==> src/rtl/riscv_pkg.sv <==
// Shared RV32 decode constants and the hazard-controller state type.
package riscv_pkg;

  localparam int unsigned INST_W = 32;
  localparam int unsigned REG_W  = 5;
  localparam int unsigned OPC_W  = 7;

  localparam logic [OPC_W-1:0] OP_R      = 7'b0110011;
  localparam logic [OPC_W-1:0] OP_IMM    = 7'b0010011;
  localparam logic [OPC_W-1:0] OP_LOAD   = 7'b0000011;
  localparam logic [OPC_W-1:0] OP_STORE  = 7'b0100011;
  localparam logic [OPC_W-1:0] OP_BRANCH = 7'b1100011;
  localparam logic [OPC_W-1:0] OP_JAL    = 7'b1101111;
  localparam logic [OPC_W-1:0] OP_JALR   = 7'b1100111;
  localparam logic [OPC_W-1:0] OP_LUI    = 7'b0110111;
  localparam logic [OPC_W-1:0] OP_AUIPC  = 7'b0010111;

  localparam logic [INST_W-1:0] NOP_INST = 32'h00000013;

  typedef enum logic {
    RUN   = 1'b0,
    STALL = 1'b1
  } hz_state_t;

endpackage

==> src/rtl/decode_hazard_ctrl_if.sv <==
// Fetch/EX/decode-side signals of the hazard controller; slave is the controller.
interface decode_hazard_ctrl_if #(
  parameter int unsigned PC_W  = 32,
  parameter int unsigned CNT_W = 16
);
  logic              if_valid;
  logic [31:0]       if_inst;
  logic [PC_W-1:0]   if_pc;
  logic              ex_mem_read;
  logic [4:0]        ex_rd;
  logic              branch_taken;
  logic              id_valid;
  logic [31:0]       id_inst;
  logic [PC_W-1:0]   id_pc;
  logic              pc_write;
  logic              idex_bubble;
  logic [CNT_W-1:0]  stall_cnt;
  logic [CNT_W-1:0]  flush_cnt;

  modport master (
    output if_valid, if_inst, if_pc, ex_mem_read, ex_rd, branch_taken,
    input  id_valid, id_inst, id_pc, pc_write, idex_bubble, stall_cnt, flush_cnt
  );

  modport slave (
    input  if_valid, if_inst, if_pc, ex_mem_read, ex_rd, branch_taken,
    output id_valid, id_inst, id_pc, pc_write, idex_bubble, stall_cnt, flush_cnt
  );
endinterface

==> src/rtl/decode_hazard_ctrl_load_use_detect.sv <==
// Load-use hazard detect: source-register usage decode plus compare against the EX load target.
module load_use_detect
  import riscv_pkg::*;
(
  input  logic [INST_W-1:0] inst,
  input  logic              ex_mem_read,
  input  logic [REG_W-1:0]  ex_rd,
  output logic              hazard
);

  logic w_rs1_used;
  logic w_rs2_used;
  logic w_rs1_match;
  logic w_rs2_match;
  logic w_unused_fields;

  // Unknown opcodes read no registers, so they can never cause a stall.
  always_comb begin
    w_rs1_used = 1'b0;
    w_rs2_used = 1'b0;
    case (inst[6:0])
      OP_R, OP_STORE, OP_BRANCH: begin
        w_rs1_used = 1'b1;
        w_rs2_used = 1'b1;
      end
      OP_IMM, OP_LOAD, OP_JALR: w_rs1_used = 1'b1;
      default: begin
        w_rs1_used = 1'b0;
        w_rs2_used = 1'b0;
      end
    endcase
  end

  assign w_rs1_match = w_rs1_used & (inst[19:15] == ex_rd);
  assign w_rs2_match = w_rs2_used & (inst[24:20] == ex_rd);
  assign hazard      = ex_mem_read & (ex_rd != REG_W'(0)) & (w_rs1_match | w_rs2_match);

  assign w_unused_fields = ^{inst[31:25], inst[14:7]};

endmodule

==> src/rtl/decode_hazard_ctrl.sv <==
// IF/ID register owner and decode-stage sequencer: load-use stalls, branch flushes, perf counters.
module decode_hazard_ctrl
  import riscv_pkg::*;
#(
  parameter int unsigned PC_W      = 32,
  parameter int unsigned STALL_CYC = 1,
  parameter int unsigned CNT_W     = 16
) (
  input  logic                 clk,
  input  logic                 reset,
  decode_hazard_ctrl_if.slave  bus
);

  localparam int unsigned DC_W = (STALL_CYC > 1) ? $clog2(STALL_CYC) : 1;
  localparam logic [CNT_W-1:0] CNT_MAX = {CNT_W{1'b1}};

  hz_state_t          r_state;
  logic [DC_W-1:0]    r_dcnt;
  logic               r_id_valid;
  logic [INST_W-1:0]  r_id_inst;
  logic [PC_W-1:0]    r_id_pc;
  logic [CNT_W-1:0]   r_stall_cnt;
  logic [CNT_W-1:0]   r_flush_cnt;

  logic w_lu_hazard;
  logic w_hazard;
  logic w_hold;

  load_use_detect u_load_use_detect (
    .inst        (r_id_inst),
    .ex_mem_read (bus.ex_mem_read),
    .ex_rd       (bus.ex_rd),
    .hazard      (w_lu_hazard)
  );

  // EX inputs only matter in RUN; a STALL already owns the pipeline.
  assign w_hazard = (r_state == RUN) & r_id_valid & w_lu_hazard;
  assign w_hold   = (r_state == STALL) | w_hazard;

  assign bus.pc_write    = bus.branch_taken | ~w_hold;
  assign bus.idex_bubble = bus.branch_taken | w_hold;

  always_ff @(posedge clk) begin
    if (reset) begin
      r_state     <= RUN;
      r_dcnt      <= '0;
      r_id_valid  <= 1'b0;
      r_id_inst   <= NOP_INST;
      r_id_pc     <= '0;
      r_stall_cnt <= '0;
      r_flush_cnt <= '0;
    end else if (bus.branch_taken) begin
      r_state    <= RUN;
      r_dcnt     <= '0;
      r_id_valid <= 1'b0;
      r_id_inst  <= NOP_INST;
      r_id_pc    <= '0;
      if (r_flush_cnt != CNT_MAX) r_flush_cnt <= r_flush_cnt + CNT_W'(1);
    end else if (r_state == STALL) begin
      if (r_dcnt == DC_W'(1)) begin
        r_state <= RUN;
        r_dcnt  <= '0;
      end else begin
        r_dcnt <= r_dcnt - DC_W'(1);
      end
      if (r_stall_cnt != CNT_MAX) r_stall_cnt <= r_stall_cnt + CNT_W'(1);
    end else if (w_hazard) begin
      // Single-cycle stalls stay in RUN and re-check against the bubble now in EX.
      if (STALL_CYC > 1) begin
        r_state <= STALL;
        r_dcnt  <= DC_W'(STALL_CYC - 1);
      end
      if (r_stall_cnt != CNT_MAX) r_stall_cnt <= r_stall_cnt + CNT_W'(1);
    end else begin
      r_id_valid <= bus.if_valid;
      r_id_inst  <= bus.if_valid ? bus.if_inst : NOP_INST;
      r_id_pc    <= bus.if_pc;
    end
  end

  assign bus.id_valid  = r_id_valid;
  assign bus.id_inst   = r_id_inst;
  assign bus.id_pc     = r_id_pc;
  assign bus.stall_cnt = r_stall_cnt;
  assign bus.flush_cnt = r_flush_cnt;

endmodule

==> src/flat_wrapper.sv <==
// flat-port wrapper written by rule: the top's interface ports become plain ports
module decode_hazard_ctrl_flat import riscv_pkg::*;
#(
  parameter int unsigned PC_W      = 32,
  parameter int unsigned STALL_CYC = 1,
  parameter int unsigned CNT_W     = 16
)
  (clk, reset, bus_if_valid, bus_if_inst, bus_if_pc, bus_ex_mem_read, bus_ex_rd, bus_branch_taken, bus_id_valid, bus_id_inst, bus_id_pc, bus_pc_write, bus_idex_bubble, bus_stall_cnt, bus_flush_cnt);
  decode_hazard_ctrl_if #(.PC_W(PC_W), .CNT_W(CNT_W)) bus_i ();
  input  logic clk;
  input  logic reset;
  input wire logic [$bits(bus_i.if_valid)-1:0] bus_if_valid;
  input wire logic [$bits(bus_i.if_inst)-1:0] bus_if_inst;
  input wire logic [$bits(bus_i.if_pc)-1:0] bus_if_pc;
  input wire logic [$bits(bus_i.ex_mem_read)-1:0] bus_ex_mem_read;
  input wire logic [$bits(bus_i.ex_rd)-1:0] bus_ex_rd;
  input wire logic [$bits(bus_i.branch_taken)-1:0] bus_branch_taken;
  output wire logic [$bits(bus_i.id_valid)-1:0] bus_id_valid;
  output wire logic [$bits(bus_i.id_inst)-1:0] bus_id_inst;
  output wire logic [$bits(bus_i.id_pc)-1:0] bus_id_pc;
  output wire logic [$bits(bus_i.pc_write)-1:0] bus_pc_write;
  output wire logic [$bits(bus_i.idex_bubble)-1:0] bus_idex_bubble;
  output wire logic [$bits(bus_i.stall_cnt)-1:0] bus_stall_cnt;
  output wire logic [$bits(bus_i.flush_cnt)-1:0] bus_flush_cnt;
  assign bus_i.if_valid = bus_if_valid;
  assign bus_i.if_inst = bus_if_inst;
  assign bus_i.if_pc = bus_if_pc;
  assign bus_i.ex_mem_read = bus_ex_mem_read;
  assign bus_i.ex_rd = bus_ex_rd;
  assign bus_i.branch_taken = bus_branch_taken;
  assign bus_id_valid = bus_i.id_valid;
  assign bus_id_inst = bus_i.id_inst;
  assign bus_id_pc = bus_i.id_pc;
  assign bus_pc_write = bus_i.pc_write;
  assign bus_idex_bubble = bus_i.idex_bubble;
  assign bus_stall_cnt = bus_i.stall_cnt;
  assign bus_flush_cnt = bus_i.flush_cnt;
  decode_hazard_ctrl #(.PC_W(PC_W), .STALL_CYC(STALL_CYC), .CNT_W(CNT_W)) u_core (.clk(clk), .reset(reset), .bus(bus_i));
endmodule
==> config.mk <==
export PLATFORM = sky130hd
export DESIGN_NAME = decode_hazard_ctrl_flat
export DESIGN_NICKNAME = d
export VERILOG_FILES = /design/src/rtl/riscv_pkg.sv /design/src/rtl/decode_hazard_ctrl_if.sv /design/src/rtl/decode_hazard_ctrl_load_use_detect.sv /design/src/rtl/decode_hazard_ctrl.sv /design/src/flat_wrapper.sv
export SDC_FILE = /design/constraint.sdc
export NUM_CORES = 1
export LEC_CHECK = 0
export BUFFER_PORTS_ARGS = -buffer_cell sky130_fd_sc_hd__buf_4
export CORE_MARGIN = 2
export CORE_UTILIZATION = 45
export CTS_CLUSTER_SIZE = 24
export DETAILED_ROUTE_END_ITERATION = 8
export PLACE_DENSITY_LB_ADDON = 0.15
export SLEW_MARGIN = 20
export SYNTH_ARGS = -nofsm -noshare
export SYNTH_HDL_FRONTEND = slang
export SYNTH_SLANG_ARGS = --single-unit
==> constraint.sdc <==
create_clock -name clk -period 2.2 [get_ports clk]
set_input_delay 0.22 -clock clk [delete_from_list [all_inputs] [get_ports clk]]
set_output_delay 0.22 -clock clk [all_outputs]
set_load 0.01 [all_outputs]
## After elaboration in Yosys (flattened, before gate mapping)

Cells that the tools add are included.

| word-level totals | value |
|---|---|
| output and inout port bits | 99 |
| flip-flop bits (word level) | 99 |
| word-level logic and storage cells | 51 |

| cells by class | value |
|---|---|
| bitwise logic cells | 14 |
| reductions and logical operators | 9 |
| add/sub/neg operators | 3 |
| eq/ne operators | 10 |
| mux-type cells | 8 |

Operators by type and width:

| cell | count |
|---|---|
| 16-bit 2-to-1 mux | 3 |
| 16-bit by 1-bit adder with 16-bit output, second input constant | 2 |
| 32-bit 2-to-1 mux | 1 |
| 16-bit inequality test, second input constant | 2 |
| 7-bit by 6-bit == test with 1-bit output, second input constant | 2 |
| 7-bit == test, second input constant | 2 |
| 5-bit == test | 2 |
| 7-bit by 2-bit == test with 1-bit output, second input constant | 1 |
| 7-bit by 5-bit == test with 1-bit output, second input constant | 1 |
| 1-bit AND | 6 |
| 2-bit AND reduction | 3 |
| 3-bit OR reduction | 2 |
| 6-bit OR reduction | 1 |
| 5-bit nonzero test | 1 |
| 1-bit 2-to-1 mux | 4 |
| 1-bit inverter | 4 |
| 1-bit bitwise OR | 4 |
| 2-bit nonzero test | 1 |
| 2-bit OR reduction | 1 |
| 1-bit subtractor, second input constant | 1 |

## Longest topological paths before layout

Gate-level depths: netlist of run 1.

| logic depth | value |
|---|---|
| depth in word-level cells | 10 |
| gate-level depth with buffers | 8 |
| gate-level depth less buffers | 7 |

## Hierarchy

From an unflattened synthesis of run 1, not the netlist that was laid out.

| second synthesis, totals | value |
|---|---|
| cell total of the unflattened synthesis | 525 |
| area total of the unflattened synthesis | 4225.3 sq um |

Modules (own cells, without submodules):

| module | cells each | area each (sq um) | times used |
|---|---|---|---|
| decode_hazard_ctrl | 503 | 4052.6 | 1 |
| load_use_detect | 22 | 172.7 | 1 |

## Worst setup path before layout of run 1

Ideal clock, no wire load.

| path | value |
|---|---|
| path type | flip-flop to flip-flop |
| start point | register u_core.r_stall_cnt[4] (netlist: u_core.bus.stall_cnt[4]) |
| end point | register u_core.r_stall_cnt[13] (netlist: u_core.bus.stall_cnt[13]) |
| data required time | 2077 ps |
| period minus slack after synthesis | 2204 ps |
| cell stages (with the launch flop) | 9 |
| slack | -4 ps |
| library setup time | 123 ps |
| arrival | 2081 ps |
| buffers on the path | 2 |
| path through | dfxtp_1 and4_4 and3_4 buf_6 a31o_1 buf_6 or4_1 o22ai_1 mux2_1 |

| on the way | value |
|---|---|
| longest elaborated chain between the ends | 4 |
| elaborated cells between the ends (all ways) | 5 |

RTL lines:

| what | RTL line | source |
|---|---|---|
| start, declared | decode_hazard_ctrl.sv:22 | `logic [CNT_W-1:0] r_stall_cnt;` |
| start signal, assigned | decode_hazard_ctrl.sv:66 | `if (r_stall_cnt != CNT_MAX) r_stall_cnt <= r_stall_cnt + CNT_W'(1);` |
| start signal, assigned | decode_hazard_ctrl.sv:73 | `if (r_stall_cnt != CNT_MAX) r_stall_cnt <= r_stall_cnt + CNT_W'(1);` |
| 16-bit by 1-bit adder with 16-bit output or 16-bit inequality test (tied branches) | decode_hazard_ctrl.sv:66, decode_hazard_ctrl.sv:73 |  |
| 16-bit 2-to-1 mux * | decode_hazard_ctrl.sv:66, decode_hazard_ctrl.sv:73 |  |
| 16-bit 2-to-1 mux | decode_hazard_ctrl.sv:67 | `end else if (w_hazard) begin` |
| 16-bit 2-to-1 mux * | decode_hazard_ctrl.sv:59 | `end else if (r_state == STALL) begin` |

Every way passes the cells marked *; elsewhere a longest branch is shown, timed or not. The select of a mux whose other input is x is not followed.
A chain may end at the register's enable or synchronous reset.

## Worst setup path after layout of run 1

| path | value |
|---|---|
| start point | register u_core.r_id_inst[5] (netlist: u_core.bus.id_inst[5]) |
| end point | output bus_pc_write |

| on the way | value |
|---|---|
| longest elaborated chain between the ends | 10 |
| elaborated cells between the ends (all ways) | 18 |

RTL lines:

| what | RTL line | source |
|---|---|---|
| start, declared | decode_hazard_ctrl.sv:20 | `logic [INST_W-1:0] r_id_inst;` |
| start signal, assigned | decode_hazard_ctrl.sv:76 | `r_id_inst <= bus.if_valid ? bus.if_inst : NOP_INST;` |
| 7-bit by 5-bit == test with 1-bit output, or another cell as far along | decode_hazard_ctrl_load_use_detect.sv:21 | `case (inst[6:0])` |
| 6-bit OR reduction (no line) or 3-bit OR reduction (tied branches) | - |  |
| 1-bit 2-to-1 mux | decode_hazard_ctrl_load_use_detect.sv:21 |  |
| 1-bit AND (on tied branches) | decode_hazard_ctrl_load_use_detect.sv:34, decode_hazard_ctrl_load_use_detect.sv:35 |  |
| 1-bit bitwise OR * | decode_hazard_ctrl_load_use_detect.sv:36 | `assign hazard = ex_mem_read & (ex_rd != REG_W'(0)) & (w_rs1_match \| w_rs2_match);` |
| 1-bit AND * | decode_hazard_ctrl_load_use_detect.sv:36 |  |
| 1-bit AND * | decode_hazard_ctrl.sv:37 | `assign w_hazard = (r_state == RUN) & r_id_valid & w_lu_hazard;` |
| 1-bit bitwise OR * | decode_hazard_ctrl.sv:38 | `assign w_hold = (r_state == STALL) \| w_hazard;` |
| 1-bit inverter * | decode_hazard_ctrl.sv:40 | `assign bus.pc_write = bus.branch_taken \| ~w_hold;` |
| 1-bit bitwise OR * | decode_hazard_ctrl.sv:40 |  |
| end, declared | flat_wrapper.sv:21 | `output wire logic [$bits(bus_i.pc_write)-1:0] bus_pc_write;` |

Every way passes the cells marked *; elsewhere a longest branch is shown, timed or not.

==> results.md, run 1 <==
* Outcome: finished with violations
* Failing checks: setup timing
* H-tree Lvls at 3
* Fin nets at 777
* Clock buffer depth at 2
* EDFF count, synth at 0
* Drt wl/cell at 14.0 um
* GR Util All Layers at 0.207
* Hold Path Stages at 3
* Non-filler cells, final at approximately 840
* Total detailed-routing wirelength at 11.8 mm
* Post-DP HPWL at 8.12 mm
* Fmax at 446 MHz
* DRC viols at 0
* Worst EP required at 1.98 ns
* Grt total ovfl at 0
* Mapped Cells at 531
* RePlAce Congestion at 0.847
* CP max FO at 4
* Area contributors post-synth: dfxtp_1 (42%), mux2i_1 (14%), nand2_1 (8.7%)
* PnR worst setup slack at -0.0440 ns
* Max-Cap Viols at 0
* Fin crit period at 2.24 ns
* Worst min path class: in2reg
* Core area at 10200 sq um
* Worst-margin pin slew at roughly 0.52 ns
* Area delta synth->final at 38.8%
* Most frequent cells in the layout: buf_4 (188), nand2_1 (108), dfxtp_1 (86)
* Die Span Y at 106 um
* Worst VDD drop at between 0.3 and 0.4 mV
* Clock Tree Root: clkbuf_8
* Detailed Route Iter0 Violations at 204
* Clk sinks at 99
* Most common cell after layout, fill and taps aside: buf_4
* Synthesized area at roughly 4700 sq um
* Critical path type: reg2out
* Port buffer count at 172
* Syn_nets at 607
* Leakage Power at ~3.1 nW
* Worst Skew at 0.0149 ns
* Yosys warning count at 0
* Placed Cells at 819
* Fill cell count at between 800 and 900
* Share of post-route cells with drive strength above 1 at 0.357
* Worst Path Arrival at 2.02 ns
* Crit. End Element: output pin
* Io pins at 173
* Post-synth top area cell: dfxtp_1
* Tcrit/Tclk final at 1.02
* Power density cells at 523 nW/um^2
* Asr flop ratio synth at 0
* DRT antenna net count at 0
* Final setup vio count at 2
* Hold WS at 0.0972 ns
* Vias at 4266
* Chip width at between 100 and 150 um
* Syn avg cell area at 8.79 sq um
* Top cell type's share of synthesized area at 0.425
* RSZ-0062 raised after global routing: yes
* Final Hold Fails at 0
* FF+latch area at 2000 sq um
* Worst path cell trace: nor2b_4 > nand4_1 > nor4_2 > buf_4 > o21ba_4 > buf_12 > nor2_8 > or2_4 > buf_6
* Largest net degree at the start of global routing at 128
* Area of the multi-input gates at 2590 sq um
* Total inserted antenna cells at 0
* Seq/Total Area, Yosys at 0.425
* Number of global-route vias before repair at 3953
* Hold buffers post-CTS at 0
* Post-layout util at 0.636
* CP peak stage delay at 0.36 ns
* CTS Buf Count at 9
* # rows at 37
* Critical Path Source Type: flip-flop
* Critical path's slowest cell: dfxtp_2
* Slew Limit Fails at 0
* Drt pass-1 iters at 4
* Clk Latency, worst-skew pair at 0.36 ns
* Global-route wire length before repair at 18.8 mm
* CTS tree: yes
* Seq cells post-synth at 99
* Avg Vias per Cell at between 5 and 6
* Reg2Reg Depth at 6
* Relative slew margins at 0.651
* Yosys cell types at 47
* Clk slew on worst S/H paths at between 0.1 and 0.15 ns
* Initial antenna violation count at 0
* Synth Flop Type: dfxtp_1
* Initial Utilization at 0.458
* DIE AREA at 11200 sq um
[registers in the layout, indices dropped and copies added (netlist names)]
signal,cells
u_core.bus.id_valid,1
u_core.bus.id_pc,32
u_core.r_state,1
u_core.r_dcnt,1
u_core.bus.stall_cnt,16
u_core.bus.flush_cnt,16
u_core.bus.id_inst,32
[area by class of cell]
cell class,instances,share of cell area
Clock buffer,10,0.0213
Multi-Input combinational cell,392,0.400
Tap cell,136,0.0263
Inverter,5,0.00290
Clock inverter,6,0.00831
Timing Repair Buffer,194,0.232
Sequential cell,99,0.309
[synthesized netlist by cell type, types with 2 or more instances]
cell	instances
nor4_1	3
and2_1	2
nand3_1	42
dfxtp_1	99
or4_1	4
and4_1	3
ha_1	2
o21ai_1	4
mux2_2	6
mux2i_1	64
a31oi_1	2
clkbuf_1	26
or3_1	10
a21oi_1	12
nand4_1	8
nor2b_1	15
inv_1	5
nor3_1	4
o21ai_0	7
mux2_1	9
xor2_1	7
nor2_1	34
a211oi_1	5
nor4b_1	3
nand2b_1	4
o41ai_1	2
xnor2_1	11
nand2_1	108
and3_1	3
o2111ai_1	3
buf_6	8
[worst max-delay path: cells and delay by family (launching register included)]
kind / cells / cell delay [ns]
buffers and inverters: 3 / 0.39
AO/OA/AOI/OAI: 1 / 0.17
AND/OR/NAND/NOR: 5 / 0.74
flip-flops: 1 / 0.36
[where the power goes]
group          internal [mW]  total (mW)  leakage [nW]  switching (mW)
combinational          0.199       0.372          2.14           0.173
clock                  0.467        1.15         0.101           0.681
sequential              1.83        1.87         0.812          0.0312
[stage by stage]
stage	setup TNS, ns	instance area (sq um)	power, mW	worst slack, ns
floorplan	0	4670	2.06	0.00307
global placement	0	6100	2.26	0.0841
detailed placement	0	6100	2.27	0.0570
CTS	-0.182	6340	3.43	-0.0992
global route	-0.238	6480	3.55	-0.120
finish	-0.0820	6480	3.39	-0.0440
[metal layers]
metal | track usage | vias up | part of all wire
li1 | - | 2171 | -
met3 | 0.0458 | 26 | 0.060
met5 | 0 | - | 0
met4 | 0.0996 | 0 | 0.030
met1 | 0.268 | 1941 | 0.46
met2 | 0.325 | 128 | 0.45
[timing repair]
action,CTS,global route
setup endpoints to repair,2,9
cloned,0,0
pin swaps,3,7
resized for setup,14,20
setup buffers,4,3
endpoints found under the hold margin,0,0
[cells by family after synthesis]
kind of cell    after synthesis  synth area share
simple gates                250             0.257
flops                        99             0.425
mux                          79             0.173
compound gates               43            0.0603
buf+inv                      40            0.0453
xor+xnor                     18            0.0338
fa+ha+maj                     2           0.00536
[path summary, 6_finish.rpt]
kind | start | to | slack [ns]
worst max-delay path | u_core.bus.id_inst[5] | bus_pc_write | -0.04
worst min-delay path | bus_if_pc[30] | u_core.bus.id_pc[30] | 0.1
worst max register to register | u_core.bus.stall_cnt[5] | u_core.bus.stall_cnt[13] | 0.07
worst min register to register | u_core.r_dcnt | u_core.r_state | 0.45
Power figures use the tool's default switching activity.
==> inputs of run 2 (changes only) <==
--- a/config.mk
+++ b/config.mk
@@ -6,8 +6,10 @@
 export NUM_CORES = 1
 export LEC_CHECK = 0
 export BUFFER_PORTS_ARGS = -buffer_cell sky130_fd_sc_hd__buf_4
+export CELL_PAD_IN_SITES_DETAIL_PLACEMENT = 1
+export CELL_PAD_IN_SITES_GLOBAL_PLACEMENT = 2
 export CORE_MARGIN = 2
-export CORE_UTILIZATION = 45
+export CORE_UTILIZATION = 25
 export CTS_CLUSTER_SIZE = 24
 export DETAILED_ROUTE_END_ITERATION = 8
 export PLACE_DENSITY_LB_ADDON = 0.15
==> run 2 against run 1 <==
Net effect: critical path depth is 1 lower; maximum frequency increased by 4.2%; via count rose by 2.9%; clock-buffer cell count is 1 lower; the run now ends clean; clock skew is 0.0050 ns lower; non-clock buffer count down 3; critical path type unchanged; die area rose by 77%; cell count up 10%; first-iteration DRC count fell by 29%; design area up 2.3%.
==> results.md, run 2 (synthesis results as in run 1) <==
* Detailed Route Iter0 Violations at 145
* Slew Limit Fails at 0
* Total power draw at 3.93 mW
* Area delta synth->final at 41.9%
* Die Span Y at roughly 140 um
* Leakage Power at slightly above 3 nW
* Drt pass-1 iters at 4
* Worst Skew at 0.00990 ns
* GR Util All Layers at 0.147
* Vias at between 4000 and 5000
* Area of the multi-input gates at roughly 2500 sq um
* Worst VDD drop at roughly 0.32 mV
* Critical path type: reg2out
* Max-Cap Viols at 0
* Outcome: finished clean
* Critical Path Source Type: flip-flop
* Worst EP required at 1.98 ns
* Final setup vio count at 0
* Avg Vias per Cell at around 4.7
* Fmax at 464 MHz
* Total inserted antenna cells at 0
* RSZ-0062 raised after global routing: yes
* Final Hold Fails at 0
* CP max FO at 4
* Io pins at 173
* Placed Cells at 912
* Share of post-route cells with drive strength above 1 at 0.347
* # rows at 49
* Port buffer count at around 170
* Tcrit/Tclk final at 0.979
* Initial Utilization at 0.257
* Worst-margin pin slew at between 0.5 and 0.6 ns
* DRC viols at 0
* Drt wl/cell at 15.8 um
* Most common cell after layout, fill and taps aside: buf_4
* CTS Buf Count at 9
* Global-route wire length before repair at 23.4 mm
* Total detailed-routing wirelength at 14.7 mm
* RePlAce Congestion at 0.726
* Power density cells at 593 nW/um^2
* Clock Tree Root: clkbuf_16
* Fin crit period at 2.15 ns
* Fill cell count at 2146
* Core area at between 15000 and 20000 sq um
* Grt total ovfl at 0
* Chip width at between 100 and 150 um
* DIE AREA at 19800 sq um
* DRT antenna net count at 0
* H-tree Lvls at 3
* Non-filler cells, final at 930
* CTS tree: yes
* Number of global-route vias before repair at 4464
* Worst min path class: in2reg
* FF+latch area at approximately 2000 sq um
* Post-DP HPWL at 10.5 mm
* Relative slew margins at 0.614
* Hold WS at about 0.13 ns
* Clock buffer depth at 2
* Most frequent cells in the layout: buf_4 (189), nand2_1 (108), dfxtp_1 (83)
* Worst Path Arrival at 1.93 ns
* Clk sinks at between 90 and 100
* Largest net degree at the start of global routing at around 130
* Crit. End Element: output pin
* Fin nets at roughly 770
* Clk slew on worst S/H paths at ~0.070 ns
* Initial antenna violation count at 0
* Clk Latency, worst-skew pair at 0.34 ns
## run 2: power breakdown
| part | total, mW | internal (mW) | switching, mW |
|---|---|---|---|
| clock network | 1.69 | 0.983 | 0.703 |
| logic | 0.373 | 0.194 | 0.178 |
| registers | 1.87 | 1.84 | 0.0311 |
| total | 3.93 | 3.01 | 0.913 |
## run 2: path summary, 6_finish.rpt
kind / startpoint / to / slack, ns / cells after the start
max reg2reg: u_core.bus.stall_cnt[4] / u_core.bus.stall_cnt[13] / 0.09 / 6
min reg2reg: u_core.bus.id_inst[25] / u_core.bus.id_inst[25] / 0.46 / 2
max: u_core.bus.id_inst[22] / bus_pc_write / 0.05 / 8
min: bus_if_pc[13] / u_core.bus.id_pc[13] / 0.13 / 3
## run 2: what timing repair did
| item | CTS | global route |
|---|---|---|
| hold buffers | 0 | 0 |
| setup endpoints to repair | 3 | 8 |
| pin swaps | 3 | 1 |
| setup buffers | 4 | 0 |
| gates resized for setup | 16 | 11 |
| cloned | 0 | 0 |
## run 2: layer usage
layer | up-vias | track usage | part of all wire
met5 | - | 0 | 0
met4 | 0 | 0.0484 | 0.014
met3 | 11 | 0.0326 | 0.052
met2 | 98 | 0.251 | 0.49
met1 | 2123 | 0.185 | 0.45
li1 | 2158 | - | -
## run 2: area by class of cell
type                            count  area share
Clock buffer                        9      0.0340
Clock inverter                      5      0.0121
Inverter                            5     0.00283
Multi-Input combinational cell    392       0.385
Sequential cell                    99       0.303
Tap cell                          229      0.0433
Timing Repair Buffer              191       0.220
## run 2: per-stage QoR
step                       util  setup WS (ns)  setup TNS (ns)  instance area (sq um)
after floorplan               -        0.00307               0                   4670
after CTS                 0.362        0.00310               0                   6570
final                     0.365         0.0462               0                   6620
after detailed placement  0.342       -0.00560        -0.00560                   6200
after global placement    0.342         0.0166               0                   6200
after global routing      0.365         -0.104          -0.122                   6620
## run 2: critical path, cell delays in order (launching register included)
cell and delay [ns]:
dfxtp_2 0.37, xnor2_1 0.13, nand2_1 0.08, nor4_2 0.22
buf_4 0.17, o21ba_4 0.21, nor2_8 0.05, or2_1 0.21
buf_4 0.15
